**src/rtl/csr_bank_pkg.sv**
```systemverilog
// rtl/csr_bank_pkg.sv - shared word map, FSM states, status layout and lane merge for soc_csr_bank
package csr_bank_pkg;

  localparam int ADDR_ID       = 0;
  localparam int ADDR_IRQ_STAT = 1;
  localparam int ADDR_IRQ_EN   = 2;
  localparam int ADDR_SCRATCH  = 3;
  localparam int ADDR_CH_BASE  = 4;

  localparam int ERR_BIT = 15;

  typedef enum logic {
    IDLE,
    ACK
  } state_t;

  typedef struct packed {
    logic        busy;
    logic        ovf;
    logic [5:0]  rsvd;
    logic [23:0] cnt;
  } ch_stat_t;

  // Replace only the byte lanes whose enable is set.
  function automatic logic [31:0] lane_merge(input logic [31:0] old_val,
                                             input logic [31:0] new_val,
                                             input logic [3:0]  be);
    logic [31:0] res;
    for (int i = 0; i < 4; i++) begin
      res[8*i +: 8] = be[i] ? new_val[8*i +: 8] : old_val[8*i +: 8];
    end
    return res;
  endfunction

endpackage

```
**src/rtl/csr_bank_irq.sv**
```systemverilog
// rtl/csr_bank_irq.sv - event edge capture, W1C interrupt status and masked irq output
module csr_bank_irq
  import csr_bank_pkg::*;
#(
  parameter int NUM_CH = 4
) (
  input  logic              clk,
  input  logic              arst_n,
  input  logic [NUM_CH-1:0] ch_evt,
  input  logic              err_set,
  input  logic              w1c_en,
  input  logic [31:0]       w1c_mask,
  input  logic [31:0]       irq_en,
  output logic [31:0]       irq_stat,
  output logic              irq
);

  localparam logic [31:0] VALID = (32'h1 << ERR_BIT) | ((32'h1 << NUM_CH) - 32'h1);

  logic [NUM_CH-1:0] evt_q;
  logic [31:0]       stat_q;
  logic [31:0]       set_vec;
  logic [31:0]       clr_vec;

  // Rising edges and bus errors form the set vector; W1C forms the clear vector.
  always_comb begin
    set_vec              = '0;
    set_vec[NUM_CH-1:0]  = ch_evt & ~evt_q;
    set_vec[ERR_BIT]     = err_set;
    clr_vec              = w1c_en ? w1c_mask : '0;
  end

  // Status register: clear first, then set, so a coincident set wins.
  always_ff @(posedge clk or negedge arst_n) begin
    if (!arst_n) begin
      evt_q  <= '0;
      stat_q <= '0;
    end else begin
      evt_q  <= ch_evt;
      stat_q <= ((stat_q & ~clr_vec) | set_vec) & VALID;
    end
  end

  assign irq_stat = stat_q;
  assign irq      = |(stat_q & irq_en);

endmodule

```
**src/rtl/soc_csr_bank.sv**
```systemverilog
// rtl/soc_csr_bank.sv - parametrised CSR bank with per-channel CTRL/STAT, scratch and interrupts
module soc_csr_bank
  import csr_bank_pkg::*;
#(
  parameter int          NUM_CH    = 4,
  parameter int          AW        = 12,
  parameter int          CNT_W     = 16,
  parameter logic [31:0] CTRL_INIT = 32'h0,
  parameter logic [31:0] VERSION   = 32'h0002_0000
) (
  input  logic                    clk,
  input  logic                    arst_n,
  input  logic                    bus_vld,
  input  logic [3:0]              bus_we,
  input  logic [AW-3:0]           bus_addr,
  input  logic [31:0]             bus_wdat,
  output logic [31:0]             bus_rdat,
  output logic                    bus_rdy,
  output logic [NUM_CH*32-1:0]    ch_ctrl,
  output logic [NUM_CH-1:0]       ch_ctrl_wr,
  input  logic [NUM_CH-1:0]       ch_busy,
  input  logic [NUM_CH*CNT_W-1:0] ch_cnt,
  input  logic [NUM_CH-1:0]       ch_evt,
  input  logic [NUM_CH-1:0]       ch_ovf,
  output logic                    irq
);

  localparam logic [31:0] EN_MASK = (32'h1 << ERR_BIT) | ((32'h1 << NUM_CH) - 32'h1);

  if (NUM_CH < 1 || NUM_CH > 15 || CNT_W < 1 || CNT_W > 24 ||
      (ADDR_CH_BASE + 2 * NUM_CH) > (1 << (AW - 2))) begin : g_param_err
    $error("soc_csr_bank: illegal NUM_CH/CNT_W/AW combination");
  end

  state_t                state_q, state_d;
  logic [31:0]           rdat_q;
  logic [31:0]           addr_w;
  logic                  is_wr, commit, hit;
  logic                  id_hit, istat_hit, en_hit, scr_hit;
  logic [NUM_CH-1:0]     ctrl_hit, chst_hit;
  logic [31:0]           rd_data;
  ch_stat_t              stat_v;
  logic [31:0]           irq_en_q, scratch_q, irq_stat;
  logic [NUM_CH*32-1:0]  ch_ctrl_q;
  logic [NUM_CH-1:0]     ch_ctrl_wr_q, ovf_q;

  assign addr_w = 32'(bus_addr);
  assign is_wr  = |bus_we;
  assign commit = (state_q == ACK) && bus_vld;

  // Handshake next state: one ACK cycle per accepted request.
  always_comb begin
    state_d = state_q;
    case (state_q)
      IDLE:    if (bus_vld) state_d = ACK;
      ACK:     state_d = IDLE;
      default: state_d = IDLE;
    endcase
  end

  // Address decode and read mux.
  always_comb begin
    id_hit    = (addr_w == 32'(ADDR_ID));
    istat_hit = (addr_w == 32'(ADDR_IRQ_STAT));
    en_hit    = (addr_w == 32'(ADDR_IRQ_EN));
    scr_hit   = (addr_w == 32'(ADDR_SCRATCH));
    ctrl_hit  = '0;
    chst_hit  = '0;
    rd_data   = '0;
    stat_v    = '0;
    for (int n = 0; n < NUM_CH; n++) begin
      ctrl_hit[n] = (addr_w == 32'(ADDR_CH_BASE + 2 * n));
      chst_hit[n] = (addr_w == 32'(ADDR_CH_BASE + 2 * n + 1));
    end
    hit = id_hit | istat_hit | en_hit | scr_hit | (|ctrl_hit) | (|chst_hit);
    if (id_hit)    rd_data = VERSION;
    if (istat_hit) rd_data = irq_stat;
    if (en_hit)    rd_data = irq_en_q;
    if (scr_hit)   rd_data = scratch_q;
    for (int n = 0; n < NUM_CH; n++) begin
      if (ctrl_hit[n]) rd_data = ch_ctrl_q[32*n +: 32];
      if (chst_hit[n]) begin
        stat_v.busy = ch_busy[n];
        stat_v.ovf  = ovf_q[n];
        stat_v.cnt  = 24'(ch_cnt[n*CNT_W +: CNT_W]);
        rd_data     = stat_v;
      end
    end
  end

  // FSM state and read-data capture; rdat is nonzero only while in ACK.
  always_ff @(posedge clk or negedge arst_n) begin
    if (!arst_n) begin
      state_q <= IDLE;
      rdat_q  <= '0;
    end else begin
      state_q <= state_d;
      rdat_q  <= (state_q == IDLE && bus_vld && !is_wr) ? rd_data : 32'h0;
    end
  end

  // Writable registers commit at the end of ACK, lane-masked; busy channels ignore CTRL writes.
  always_ff @(posedge clk or negedge arst_n) begin
    if (!arst_n) begin
      irq_en_q     <= '0;
      scratch_q    <= '0;
      ch_ctrl_q    <= {NUM_CH{CTRL_INIT}};
      ch_ctrl_wr_q <= '0;
    end else begin
      ch_ctrl_wr_q <= (commit && is_wr) ? (ctrl_hit & ~ch_busy) : '0;
      if (commit && is_wr && en_hit)  irq_en_q  <= lane_merge(irq_en_q, bus_wdat, bus_we) & EN_MASK;
      if (commit && is_wr && scr_hit) scratch_q <= lane_merge(scratch_q, bus_wdat, bus_we);
      for (int n = 0; n < NUM_CH; n++) begin
        if (commit && is_wr && ctrl_hit[n] && !ch_busy[n])
          ch_ctrl_q[32*n +: 32] <= lane_merge(ch_ctrl_q[32*n +: 32], bus_wdat, bus_we);
      end
    end
  end

  // Sticky overflow: cleared by a committed STAT read, a coincident pulse re-sets it.
  always_ff @(posedge clk or negedge arst_n) begin
    if (!arst_n) ovf_q <= '0;
    else         ovf_q <= (ovf_q & ~((commit && !is_wr) ? chst_hit : '0)) | ch_ovf;
  end

  csr_bank_irq #(.NUM_CH(NUM_CH)) u_irq (
    .clk      (clk),
    .arst_n   (arst_n),
    .ch_evt   (ch_evt),
    .err_set  (commit && !hit),
    .w1c_en   (commit && is_wr && istat_hit),
    .w1c_mask (lane_merge(32'h0, bus_wdat, bus_we)),
    .irq_en   (irq_en_q),
    .irq_stat (irq_stat),
    .irq      (irq)
  );

  assign bus_rdy    = (state_q == ACK);
  assign bus_rdat   = rdat_q;
  assign ch_ctrl    = ch_ctrl_q;
  assign ch_ctrl_wr = ch_ctrl_wr_q;

endmodule

```
**config.mk**
```make
export PLATFORM = sky130hd
export DESIGN_NAME = soc_csr_bank
export DESIGN_NICKNAME = d
export VERILOG_FILES = /design/src/rtl/csr_bank_pkg.sv /design/src/rtl/csr_bank_irq.sv /design/src/rtl/soc_csr_bank.sv
export SDC_FILE = /design/constraint.sdc
export NUM_CORES = 1
export LEC_CHECK = 0
export CAP_MARGIN = 20
export CELL_PAD_IN_SITES_DETAIL_PLACEMENT = 0
export CELL_PAD_IN_SITES_GLOBAL_PLACEMENT = 1
export CORE_MARGIN = 1.5
export CORE_UTILIZATION = 40
export DETAILED_ROUTE_END_ITERATION = 8
export PLACE_DENSITY_LB_ADDON = 0.1
export SLEW_MARGIN = 20
export SYNTH_ARGS = -nofsm -noshare
export SYNTH_HDL_FRONTEND = slang
export SYNTH_SLANG_ARGS = --single-unit
```
**constraint.sdc**
```tcl
create_clock -name clk -period 2.5 [get_ports clk]
set_clock_uncertainty 0.05 [all_clocks]
set_input_delay 0.5 -clock clk [delete_from_list [all_inputs] [get_ports clk]]
set_output_delay 0.5 -clock clk [all_outputs]
set_load 0.02 [all_outputs]
```
==> flow_metrics.env <==
export IMPL_synth_top_family_by_area="multiplexers"
export IMPL_layout_drive_gt1_share=0.2732
export IMPL_ctsHtreeMaxLevel=1
export IMPL_cap_violations=0
export IMPL_clock_sinks=215
export IMPL_leakagePower_nw=6.657
export IMPL_grt_antenna_before_repair=5
export IMPL_postCtsSetupBuffers=0
export IMPL_p_sw_mw=1.775
export IMPL_most_common_layout_cells="clkdlybuf4s50_1, dfrtp_1, mux2_2"
export IMPL_p_sw_frac=0.2304
export IMPL_portBuffers=290
export IMPL_core_area_sq_um=24250
export IMPL_clkPwrFrac=0.473
export IMPL_setup_viol=0
export IMPL_power_frac_comb=0.074
export IMPL_synth_compound_area_share=0.1499
export IMPL_clkTransAtPathRegs_ps=60
export IMPL_pwr_density_cell_nw_per_um2=520.2
export IMPL_num_nets_final=1304
export IMPL_areaGrowthSynthToFinish_pct=50.48
export IMPL_synth_seq_cells=215
export IMPL_worstSetupPathType="in2reg"
export IMPL_die_area_sq_um=25560
export IMPL_cts_root_buf="clkbuf_16"
export IMPL_path_max_fanout=6
export IMPL_yosys_most_used_dff="dfrtp_1"
export IMPL_yosysWarnings=0
export IMPL_grt_setup_unrepaired="no"
export IMPL_ys_seq_area_frac=0.5466
export IMPL_synth_edff_count=0
export IMPL_ys_types=53
export IMPL_drt_pass1_iterations=7
export IMPL_cp_required_ps=2880
export IMPL_timing_critical_path_buf_inv=4
export IMPL_synth_xor_area_frac=0
export IMPL_drc=0
export IMPL_cpMostUsedCell="buf_4"
export IMPL_vias=8541
export IMPL_insertion_delay_ps=530
export IMPL_period_needed_ps=2377
export IMPL_cp_arrival_ps=2750
export IMPL_synth_simple_gate_area_frac=0.08669
export IMPL_hpwl_microns=25350
export IMPL_cts_buffers_inserted=25
export IMPL_tightest_slew_ps=541.0
export IMPL_cp_end_kind="flip-flop"
export IMPL_grt_max_degree=69
export IMPL_relSlewSlack=0.6374
export IMPL_avgRoutedWirePerCell_microns=23.22
export IMPL_gp_congestion=0.8928
export IMPL_io_pins=291
export IMPL_die_w_microns=159.9
export IMPL_final_common_cell="clkdlybuf4s50_1"
export IMPL_synth_area_top_cells="dfrtp_1, mux2_2, mux2_1"
export IMPL_seqPwrFrac=0.454
export IMPL_synthAdderAreaFrac=0
export IMPL_slowest_delay_ps=490
export IMPL_netlist_area_leader_share=0.5466
export IMPL_grt_overflow=0
export IMPL_clockBufferDepth=3
export IMPL_fill_cells=2007
export IMPL_grt_pass1_vias=8824
export IMPL_dpl_worst_slack_ps=-404.1
export IMPL_ant_nets=0
export IMPL_synth_nets=924
export IMPL_wirelength_microns=35380
export IMPL_async_reset_ff_frac=1.000
export IMPL_cts_tree="done"
export IMPL_viasPerCell=5.604
export IMPL_synth_mux_area_frac=0.1966
export IMPL_avgSynthCellArea_sq_um=12.32
export IMPL_min_period_over_period=0.9507
export IMPL_synthesis_area_sq_um=9843
export IMPL_hp_class="in2reg"
export IMPL_cp_cell_sequence="clkdlybuf4s50_1, buf_4, nor4_1, buf_4, and3_1, buf_12, nand2_1, a211o_1, a31oi_1"
export IMPL_status="complete, no violations"
export IMPL_num_rows=57
export IMPL_utilization=0.6108
export IMPL_grt_pass1_wl_microns=53980
export IMPL_synth_top_area_cell="dfrtp_1"
export IMPL_drt_iter0_markers=680
export IMPL_startpoint_type="input pin"
export IMPL_timing_final_ws_setup_ps=123.3
export IMPL_intPower_mw=5.930
export IMPL_critPathTopFamily="buffers and inverters"
export IMPL_setup_tns_ps=0
export IMPL_hold_viol_final=0
export IMPL_die_h_microns=159.9
export IMPL_initial_core_util=0.4059
export IMPL_fmax_ghz=0.4207
export IMPL_globalRouteTotalUtil=0.2758
export IMPL_ir_drop_mv=0.4653
export IMPL_power_total_mw=7.705
export IMPL_report_final_slew_viol_count=0
export IMPL_synthCells=799
export IMPL_crit_path_top_delay_cell="clkdlybuf4s50_1"
[cells in the mapped netlist (3+ instances only)]
| library cell | number |
|---|---|
| mux2_1 | 24 |
| a31oi_1 | 11 |
| buf_2 | 13 |
| a222oi_1 | 16 |
| o32a_1 | 5 |
| o21ai_0 | 36 |
| nor4_1 | 3 |
| o22a_1 | 6 |
| nor2_1 | 38 |
| nand4_1 | 4 |
| nand3_2 | 5 |
| o22ai_1 | 20 |
| nand2_2 | 17 |
| inv_1 | 5 |
| a21oi_1 | 46 |
| mux2_2 | 147 |
| nor2b_1 | 11 |
| a21o_1 | 5 |
| dfrtp_1 | 215 |
| nor2_2 | 4 |
| nand2_1 | 39 |
| a221oi_1 | 6 |
| nand2b_1 | 4 |
| o311a_1 | 4 |
| clkbuf_1 | 23 |
| nand3_1 | 6 |
| a22oi_1 | 31 |
| o221ai_1 | 9 |
| a211o_1 | 6 |
| a22o_1 | 8 |
[final timing paths]
kind	from	endpoint	slack (ps)	cells past startpoint
max	bus_addr[2]	bus_rdat[13]	120	9
max in group asynchronous	arst_n	ch_ctrl[61]	1120	3
min in group asynchronous	arst_n	bus_rdat[13]	450	2
max reg2reg	bus_rdy	ch_ctrl[108]	560	5
min reg2reg	ovf_q[3]	ovf_q[3]	440	1
min	ch_evt[2]	u_irq.evt_q[2]	390	1
[worst reg2reg max path, cell delays in order, from the launching register on]
cell and delay, ps:
dfrtp_1 440, nand3_1 190, nor3_2 500, nand2_2 180
buf_12 180, mux2_1 300
[stage by stage]
step	area (sq um)	hold slack, ps	instances
3_3_place_gp	13980	415.6	1475
4_1_cts	14800	384.6	1521
5_1_grt	14810	397.9	1524
3_5_place_dp	13980	420.5	1475
6_report	14810	390.8	1524
2_1_floorplan	9843	154.4	799
[final cells by class]
type                            instances  area, sq um  area share
Tap cell                              324        405.4     0.02737
Multi-Input combinational cell        538         4264      0.2879
Antenna cell                            3        7.507   0.0005068
Timing Repair Buffer                  394         3923      0.2648
Inverter                                5        18.77    0.001267
Clock buffer                           34        699.4     0.04722
Sequential cell                       215         5380      0.3632
Clock inverter                         11        113.9    0.007687
[per-layer routing]
metal  vias to the layer above  GRT usage  share of wire
li1                       3812          -              -
met1                      4235     0.3690           0.42
met2                       426     0.4506           0.47
met3                        64    0.06442          0.084
met4                         4    0.07562          0.024
met5                         -          0        0.00071
[repair_timing]
item	4_1_cts	5_1_grt
hold buffers	1	0
endpoints found under the hold margin	55	0
resized for setup	1	0
endpoints found under the setup margin	1	0
[power groups by stage]
stage	sequential, mW	clock, mW	combinational, mW
CTS	3.50	3.71	0.569
detailed placement	3.56	0	0.564
floorplan	3.56	0	0.126
finish	3.50	3.64	0.567
global placement	3.56	0	0.566
global route	3.50	3.86	0.610
[logic make-up (layout without fill, tap and decap cells)]
family                 count (synthesis)  after routing
flip-flops                           215            215
AO/OA/AOI/OAI                        214            214
multiplexers                         172            172
AND/OR/NAND/NOR                      152            152
buffers and inverters                 46            444
other                                  0              3
[registers in the layout (all words and copies together) (netlist names)]
| name | count |
|---|---|
| scratch_q | 32 |
| u_irq.irq_stat | 5 |
| ch_ctrl_wr | 4 |
| u_irq.evt_q | 4 |
| irq_en_q | 5 |
| bus_rdat | 32 |
| bus_rdy | 1 |
| ovf_q | 4 |
| ch_ctrl | 128 |
Note: power is estimated with default switching activity, not from simulation.
